[src/rtl/sha1_pkg.sv]
// Shared SHA-1 types, constants and round helpers for the iterative compression core.
package sha1_pkg;

  localparam int unsigned WORD_W     = 32;
  localparam int unsigned STATE_W    = 5 * WORD_W;
  localparam int unsigned WIN_WORDS  = 16;
  localparam int unsigned BLOCK_W    = WIN_WORDS * WORD_W;
  localparam int unsigned NUM_ROUNDS = 80;
  localparam int unsigned CNT_W      = 7;

  localparam logic [STATE_W-1:0] SHA1_IV =
    160'h67452301_EFCDAB89_98BADCFE_10325476_C3D2E1F0;

  localparam logic [WORD_W-1:0] K_0_19  = 32'h5A827999;
  localparam logic [WORD_W-1:0] K_20_39 = 32'h6ED9EBA1;
  localparam logic [WORD_W-1:0] K_40_59 = 32'h8F1BBCDC;
  localparam logic [WORD_W-1:0] K_60_79 = 32'hCA62C1D6;

  // Field order puts A in the most significant word, matching {A,B,C,D,E} buses.
  typedef struct packed {
    logic [WORD_W-1:0] a;
    logic [WORD_W-1:0] b;
    logic [WORD_W-1:0] c;
    logic [WORD_W-1:0] d;
    logic [WORD_W-1:0] e;
  } sha1_state_t;

  typedef enum logic [1:0] {
    F_CH     = 2'd0,
    F_PARITY = 2'd1,
    F_MAJ    = 2'd2
  } f_sel_t;

  typedef enum logic {
    ST_IDLE = 1'b0,
    ST_RUN  = 1'b1
  } fsm_state_t;

  function automatic f_sel_t f_select(input logic [CNT_W-1:0] t);
    if (t < CNT_W'(20))      return F_CH;
    else if (t < CNT_W'(40)) return F_PARITY;
    else if (t < CNT_W'(60)) return F_MAJ;
    else                     return F_PARITY;
  endfunction

  function automatic logic [WORD_W-1:0] k_select(input logic [CNT_W-1:0] t);
    if (t < CNT_W'(20))      return K_0_19;
    else if (t < CNT_W'(40)) return K_20_39;
    else if (t < CNT_W'(60)) return K_40_59;
    else                     return K_60_79;
  endfunction

  function automatic logic [WORD_W-1:0] rotl1(input logic [WORD_W-1:0] x);
    return {x[WORD_W-2:0], x[WORD_W-1]};
  endfunction

  function automatic logic [WORD_W-1:0] rotl5(input logic [WORD_W-1:0] x);
    return {x[WORD_W-6:0], x[WORD_W-1:WORD_W-5]};
  endfunction

  function automatic logic [WORD_W-1:0] rotl30(input logic [WORD_W-1:0] x);
    return {x[1:0], x[WORD_W-1:2]};
  endfunction

endpackage

[src/rtl/sha1_round.sv]
// One combinational SHA-1 round: state, schedule word and round index in, next state out.
module sha1_round
  import sha1_pkg::*;
(
  input  sha1_state_t        i_state,
  input  logic [WORD_W-1:0]  i_w,
  input  logic [CNT_W-1:0]   i_t,
  output sha1_state_t        o_state_c
);

  logic [WORD_W-1:0] w_f;
  logic [WORD_W-1:0] w_temp;

  always_comb begin
    w_f       = '0;
    w_temp    = '0;
    o_state_c = '0;
    case (f_select(i_t))
      F_CH:    w_f = (i_state.b & i_state.c) | (~i_state.b & i_state.d);
      F_MAJ:   w_f = (i_state.b & i_state.c) | (i_state.b & i_state.d) |
                     (i_state.c & i_state.d);
      default: w_f = i_state.b ^ i_state.c ^ i_state.d;
    endcase
    w_temp      = rotl5(i_state.a) + w_f + i_state.e + k_select(i_t) + i_w;
    o_state_c.a = w_temp;
    o_state_c.b = i_state.a;
    o_state_c.c = rotl30(i_state.b);
    o_state_c.d = i_state.c;
    o_state_c.e = i_state.d;
  end

endmodule

[src/rtl/sha1_iter_core.sv]
// Iterative SHA-1 compression engine: RPC rounds per clock over a sliding 16-word
// message schedule window, with optional chaining add and a one-cycle done pulse.
module sha1_iter_core
  import sha1_pkg::*;
#(
  parameter int unsigned RPC    = 1,
  parameter bit          ADD_IV = 1'b0
)(
  input  logic               clk,
  input  logic               reset,
  input  logic               start,
  input  logic [BLOCK_W-1:0] msg,
  input  logic [STATE_W-1:0] initial_status,
  output logic               busy,
  output logic               done,
  output logic [STATE_W-1:0] hash
);

  localparam int unsigned EXT_WORDS = WIN_WORDS + RPC;

  if (RPC == 0 || RPC > 20 || (NUM_ROUNDS % RPC) != 0) begin : g_bad_rpc
    $error("sha1_iter_core: RPC must be a divisor of 80 no larger than 20");
  end

  fsm_state_t         r_state;
  fsm_state_t         w_state_nxt;
  sha1_state_t        r_st;
  sha1_state_t        r_iv;
  sha1_state_t        w_final;
  logic [WORD_W-1:0]  r_win     [WIN_WORDS];
  logic [WORD_W-1:0]  w_win_nxt [WIN_WORDS];
  logic [WORD_W-1:0]  w_rw      [RPC];
  logic [CNT_W-1:0]   r_cnt;
  logic [CNT_W-1:0]   w_cnt_nxt;
  logic               r_busy;
  logic               r_done;
  logic [STATE_W-1:0] r_hash;
  logic [STATE_W-1:0] w_result;
  logic               w_load;
  logic               w_step;
  logic               w_finish;

  assign w_cnt_nxt = r_cnt + CNT_W'(RPC);

  always_ff @(posedge clk or posedge reset) begin
    if (reset) r_state <= ST_IDLE;
    else       r_state <= w_state_nxt;
  end

  // Next state and datapath controls.
  always_comb begin
    w_state_nxt = r_state;
    w_load      = 1'b0;
    w_step      = 1'b0;
    w_finish    = 1'b0;
    case (r_state)
      ST_IDLE: begin
        if (start) begin
          w_load      = 1'b1;
          w_state_nxt = ST_RUN;
        end
      end
      ST_RUN: begin
        w_step = 1'b1;
        if (w_cnt_nxt == CNT_W'(NUM_ROUNDS)) begin
          w_finish    = 1'b1;
          w_state_nxt = ST_IDLE;
        end
      end
      default: w_state_nxt = ST_IDLE;
    endcase
  end

  // Extend the window by RPC words so rounds beyond the window (RPC > 16) see fresh words.
  always_comb begin
    logic [WORD_W-1:0] ext [EXT_WORDS];
    for (int i = 0; i < int'(WIN_WORDS); i++) ext[i] = r_win[i];
    for (int i = int'(WIN_WORDS); i < int'(EXT_WORDS); i++)
      ext[i] = rotl1(ext[i-3] ^ ext[i-8] ^ ext[i-14] ^ ext[i-16]);
    for (int j = 0; j < int'(RPC); j++) w_rw[j] = ext[j];
    for (int i = 0; i < int'(WIN_WORDS); i++) w_win_nxt[i] = ext[i+int'(RPC)];
  end

  for (genvar j = 0; j < int'(RPC); j++) begin : g_rnd
    sha1_state_t w_in;
    sha1_state_t w_out;
    if (j == 0) begin : g_first
      assign w_in = r_st;
    end else begin : g_next
      assign w_in = g_rnd[j-1].w_out;
    end
    sha1_round u_round (
      .i_state   (w_in),
      .i_w       (w_rw[j]),
      .i_t       (r_cnt + CNT_W'(j)),
      .o_state_c (w_out)
    );
  end

  assign w_final = g_rnd[RPC-1].w_out;

  always_comb begin
    w_result = w_final;
    if (ADD_IV) begin
      w_result = {w_final.a + r_iv.a, w_final.b + r_iv.b, w_final.c + r_iv.c,
                  w_final.d + r_iv.d, w_final.e + r_iv.e};
    end
  end

  always_ff @(posedge clk or posedge reset) begin
    if (reset) begin
      r_st   <= '0;
      r_iv   <= '0;
      r_cnt  <= '0;
      r_busy <= 1'b0;
      r_done <= 1'b0;
      r_hash <= '0;
      for (int i = 0; i < int'(WIN_WORDS); i++) r_win[i] <= '0;
    end else begin
      r_busy <= (w_state_nxt == ST_RUN);
      r_done <= w_finish;
      if (w_load) begin
        r_st  <= initial_status;
        r_iv  <= initial_status;
        r_cnt <= '0;
        for (int i = 0; i < int'(WIN_WORDS); i++) r_win[i] <= msg[i*WORD_W +: WORD_W];
      end else if (w_step) begin
        r_st  <= w_final;
        r_cnt <= w_cnt_nxt;
        for (int i = 0; i < int'(WIN_WORDS); i++) r_win[i] <= w_win_nxt[i];
      end
      if (w_finish) r_hash <= w_result;
    end
  end

  assign busy = r_busy;
  assign done = r_done;
  assign hash = r_hash;

endmodule

[config.mk]
export PLATFORM = sky130hd
export DESIGN_NAME = sha1_iter_core
export DESIGN_NICKNAME = d
export VERILOG_FILES = /design/src/rtl/sha1_pkg.sv /design/src/rtl/sha1_round.sv /design/src/rtl/sha1_iter_core.sv
export SDC_FILE = /design/constraint.sdc
export NUM_CORES = 2
export LEC_CHECK = 0
export CELL_PAD_IN_SITES_DETAIL_PLACEMENT = 1
export CELL_PAD_IN_SITES_GLOBAL_PLACEMENT = 2
export CORE_UTILIZATION = 40
export CTS_CLUSTER_SIZE = 40
export DETAILED_ROUTE_END_ITERATION = 16
export DONT_BUFFER_PORTS = 1
export PLACE_DENSITY_LB_ADDON = 0.1
export SYNTH_ARGS = -nofsm -noshare
export SYNTH_HDL_FRONTEND = slang
export SYNTH_SLANG_ARGS = --single-unit
[constraint.sdc]
create_clock -name clk -period 36.4 [get_ports clk]
set_input_delay 3.64 -clock clk [delete_from_list [all_inputs] [get_ports clk]]
set_output_delay 3.64 -clock clk [all_outputs]
set_load 0.005 [all_outputs]
Word-level counts from Yosys, hierarchy flattened. Index checks and enable logic that the tools add are counted.

Register bits after elaboration: 841. Input port bits: 675.

Add/sub/neg operators: 5. Order comparisons: 3. Eq/ne operators: 2. Muxes and demuxes: 20. Bitwise operators: 14. Reduce and logical (&&, ||, !) cells: 2.

Operators with widths (number): 512-bit 2-to-1 mux (2); 160-bit 2-to-1 mux (2); 32-bit XOR (5); 32-bit adder (4); 32-bit AND (4); 32-bit OR (3); 32-bit 2-to-1 mux (2); 32-bit case mux with 2 select lines (1); 32-bit NOT (1); 31-bit 2-to-1 mux (1); 7-bit by 6-bit < comparator with 1-bit output (second input constant) (2); 7-bit 2-to-1 mux (2); 7-bit by 1-bit adder with 7-bit output (second input constant) (1); 7-bit == test (second input constant) (1); 7-bit by 5-bit < comparator with 1-bit output (second input constant) (1); 1-bit 2-to-1 mux (6); 2-bit 2-to-1 mux (3); 2-bit == test (second input constant) (1); 2-bit logical NOT (1); 1-bit case mux with 2 select lines (1); 2-bit nonzero test (1); 1-bit NOT (1).

Logic depth before layout (Yosys ltp).
Depth after elaboration: 12. Depth in mapped cells: 22.

Modules after synthesis. Synthesis repeated with hierarchy kept, for this count alone.

Cell total of the unflattened synthesis: 4270. Area total of the unflattened synthesis: 44786.7 um2.

By module, submodules not included: sha1_iter_core (instances 1, cells each 3396, area an instance 37907.6 um2, sequential area each 21045.2 um2); sha1_round (instances 1, cells each 874, area an instance 6879.1 um2, sequential area each 0.0 um2).

Worst setup path after synthesis. No wires, ideal clock.

Path kind: input port to flip-flop. Start point: in start. End point: reg r_win[180] (netlist name). Setup time: 0.133 ns. Arrival: 4.995 ns. Setup slack: 31.272 ns. Stages on the path: 6. Path buffers: 4. Path through: clkbuf_1 -> buf_2 -> buf_1 -> buf_1 -> mux2i_1 -> o21ai_0.

Cells in the longest elaborated chain, start to end: 3. Elaborated cells on any way between the ends: 4. Classes of those cells: 3 x mux; 1 x reduce/logical.

RTL lines: start, declared (line sha1_iter_core.sv:11) `input logic start,`; 1-bit 2-to-1 mux * (line sha1_iter_core.sv:58) `if (start) begin`; 1-bit 2-to-1 mux * (line sha1_iter_core.sv:56) `case (r_state)`; 512-bit 2-to-1 mux / 2-bit nonzero test (equally long branches); end, declared (line sha1_iter_core.sv:30) `logic [WORD_W-1:0] r_win [WIN_WORDS];`.

Every way passes the cells marked *; elsewhere a longest branch is shown, timed or not. A chain may end at the register's enable or synchronous reset.

Worst setup path after layout.
Start point: in start. End point: reg r_win[315] (netlist name).

The elaborated chain is that of the path after synthesis.

==> flow_metrics.py <==
metrics = {
    "worst_setup_path": {
        "start_kind": "input pin",
        "slowest_delay_ps": 860,
        "worst_path_dominant_cell_family": "buffers and inverters",
        "end_kind": "flop",
        "crit_chain": "buf_16 -> buf_16 -> buf_16 -> mux2i_1 -> o21ai_0",
        "cp-startpoint": "start",
        "worstPathRequired_ps": 36920,
        "crit_slowest_cell": "buf_16",
        "cp_max_fo": 175,
        "critPathBufInv": 3,
        "critPathKind": "in -> reg",
        "path_depth": 5,
        "r2r.worst_path.cells": 17,
        "arrival_ps": 6840,
        "r2r-start": "r_cnt[2]$_DFFE_PP0P_",
        "crit_top_cell": "buf_16",
    },
    "clock_tree": {
        "hold_buffers": 0,
        "cts_buffers": 99,
        "clkSinkCount": 841,
        "root_buffer": "clkbuf_16",
        "h-tree-depth": 3,
        "cts_setup_buffers": 0,
        "clock_latency_ps": 700,
        "cts_resized": 0,
        "tritoncts": "built",
        "clock_path_buffers": 3,
        "cts.clk_slew.worst_paths_ps": 60,
    },
    "grt": {
        "grt.total_usage": 0.3001,
        "grt_first_pass_wirelength_um": 235600,
        "antenna_found_initial": 64,
        "grt_pass1_vias": 32496,
        "grt.overflow.total": 0,
        "grt_max_degree": 688,
    },
    "die": {
        "std_cell_rows": 120,
        "dieArea_sq_um": 109700,
        "initial_core_util": 0.4043,
        "core-area_sq_um": 107200,
        "pin_count": 837,
        "die_w_um": 331.2,
        "die_height_um": 331.2,
    },
    "routing": {
        "drt-vias-per-instance": 5.447,
        "drt-total-wl_um": 167500,
        "drc": 0,
        "first_iter_violations": 1849,
        "post_drt_wl_per_cell_um": 29.18,
        "first_pass_iters": 5,
        "vias": 31261,
        "antenna_left": 0,
    },
    "run_status": {
        "outcome": "finished, final reports clean",
    },
    "place": {
        "placed_cells_incl_taps": 5524,
        "io_buffers": 0,
        "dp_hpwl_um": 127300,
        "gp_congestion": 0.8722,
    },
    "yosys": {
        "syn-num-nets": 5212,
        "yosysMostFrequentCell": "nand2_1",
        "synth_top_cell_by_area": "dfrtp_1",
        "postSynth.asyncResetShare": 1.000,
        "yosys.area.top_type_share": 0.4855,
        "synth_area_leaders": "dfrtp_1 (49%), mux2i_1 (16%), o21ai_0 (9.2%)",
        "synth_edf_count": 0,
        "ys_ff_latch": 841,
        "synth.distinct_cells": 59,
        "yosysSeqAreaShare": 0.4855,
        "synth_commonest_cells": "nand2_1 (1005), dfrtp_1 (841), o21ai_0 (797), mux2i_1 (694), clkbuf_1 (241)",
        "syn_area_per_cell_sq_um": 9.899,
        "netlist_area_sq_um": 43350,
        "synth_ff_type": "dfrtp_1",
        "syn_inst": 4379,
        "yosys_warnings": 0,
    },
    "final_layout": {
        "nFillCells": 11848,
        "drive_above_1_share": 0.04943,
        "layoutNonFillerInstCount": 5739,
        "final_nets": 5059,
        "syn2layout_area_growth_pct": 10.34,
    },
    "sta": {
        "period_needed_ps": 6319,
        "setup_violations": 0,
        "timing.fmax_mhz": 158.3,
        "setup_tns_ps": 0,
        "worstMarginPinSlew_ps": 1277,
        "rsz0062_at_grt": "false",
        "skew_ps": 28.02,
        "post-route-period-util": 0.1736,
        "finalMaxSlewViolations": 0,
        "max_slew_margin": 0.1486,
        "hold_violations": 0,
    },
    "min_path": {
        "hp-start": "r_win[462]$_DFFE_PP0P_",
        "hold_path_depth": 2,
        "hp-class": "reg -> reg",
    },
    "flow_run": {
        "maxCapViolCount": 0,
    },
}
-- cells in the final DEF (no fill, tap or decap), types with 4 or more instances in the layout --
cell       instances
clkinv_2          16
buf_12             4
dfrtp_1          840
mux2i_1          694
a21oi_1           35
diode_2           27
bufinv_16          6
and3_1             6
nor2b_1           14
nand2b_1           4
and2_1             5
nand2_1         1005
mux2_2             5
nand3_1           37
ha_1              38
xor2_1            46
o21a_1             8
nor2_1            41
clkbuf_1          27
buf_4             30
nor3_1            11
a21o_1            12
clkbuf_8          23
o211ai_1           9
buf_16             4
a211oi_1          16
a31oi_1           16
fa_1             120
nand4_1            8
o21ai_0          797
inv_1            178
xnor2_1           85
clkbuf_16        101
-- path summary, 6_finish.rpt --
kind                                                  end  slack [ps]
hold reg to reg                      w_rw[14]$_DFFE_PP0P_         470
min in group asynchronous           r_win[49]$_DFFE_PP0P_        2940
setup / recovery                   r_win[315]$_DFFE_PP0P_       30080
max in group asynchronous            hash[95]$_DFFE_PP0P_       30530
hold / removal                       w_rw[14]$_DFFE_PP0P_         470
setup reg to reg           g_rnd[0].w_in[151]$_DFFE_PP0P_       30720
-- registers in the layout, indices dropped and copies added, names as in the netlist --
signal      flops
w_rw           32
done            1
busy            1
r_win         480
r_cnt           7
g_rnd.w_in    160
hash          160
-- worst min-delay path, stage by stage, from the launching register on --
cell     delay [ps]
dfrtp_1         340
nand2_1          50
o21ai_0          60
-- metrics by stage --
stage	hold slack, ps	utilization	cell area [sq um]	worst slack, ps
2_1_floorplan	449.2	-	43350	9132
3_3_place_gp	457.5	0.4132	44290	29620
3_5_place_dp	465.6	0.4132	44290	29610
4_1_cts	469.7	0.4445	47650	30380
5_1_grt	494.5	0.4460	47810	30010
6_report	466.4	0.4462	47830	30080
-- cell type report --
class	count	area [sq um]	area share
Antenna cell	27	67.56	0.001413
Clock inverter	33	414.1	0.008659
Clock buffer	151	2945	0.06158
Inverter	179	679.4	0.01420
Multi-Input combinational cell	3067	20500	0.4287
Tap cell	1403	1755	0.03670
Timing Repair Buffer	38	415.4	0.008685
Sequential cell	841	21050	0.4401
-- logic make-up after synthesis --
logic type	share of synthesized area
fa+ha+maj	0.06639
xor+xnor	0.02647
flops	0.4855
compound gates	0.1140
simple gates	0.1044
mux	0.1616
buf+inv	0.04165
-- metal layers --
layer,track usage,routed length [um],vias to the layer above
met5,0,478,-
met4,0.09663,4524,70
met3,0.09968,12770,247
met2,0.5130,84340,717
met1,0.3539,65340,15736
li1,-,-,14491
Power is not shown: default switching activity piles up to over one toggle a cycle in this logic, so the estimate is an artifact.
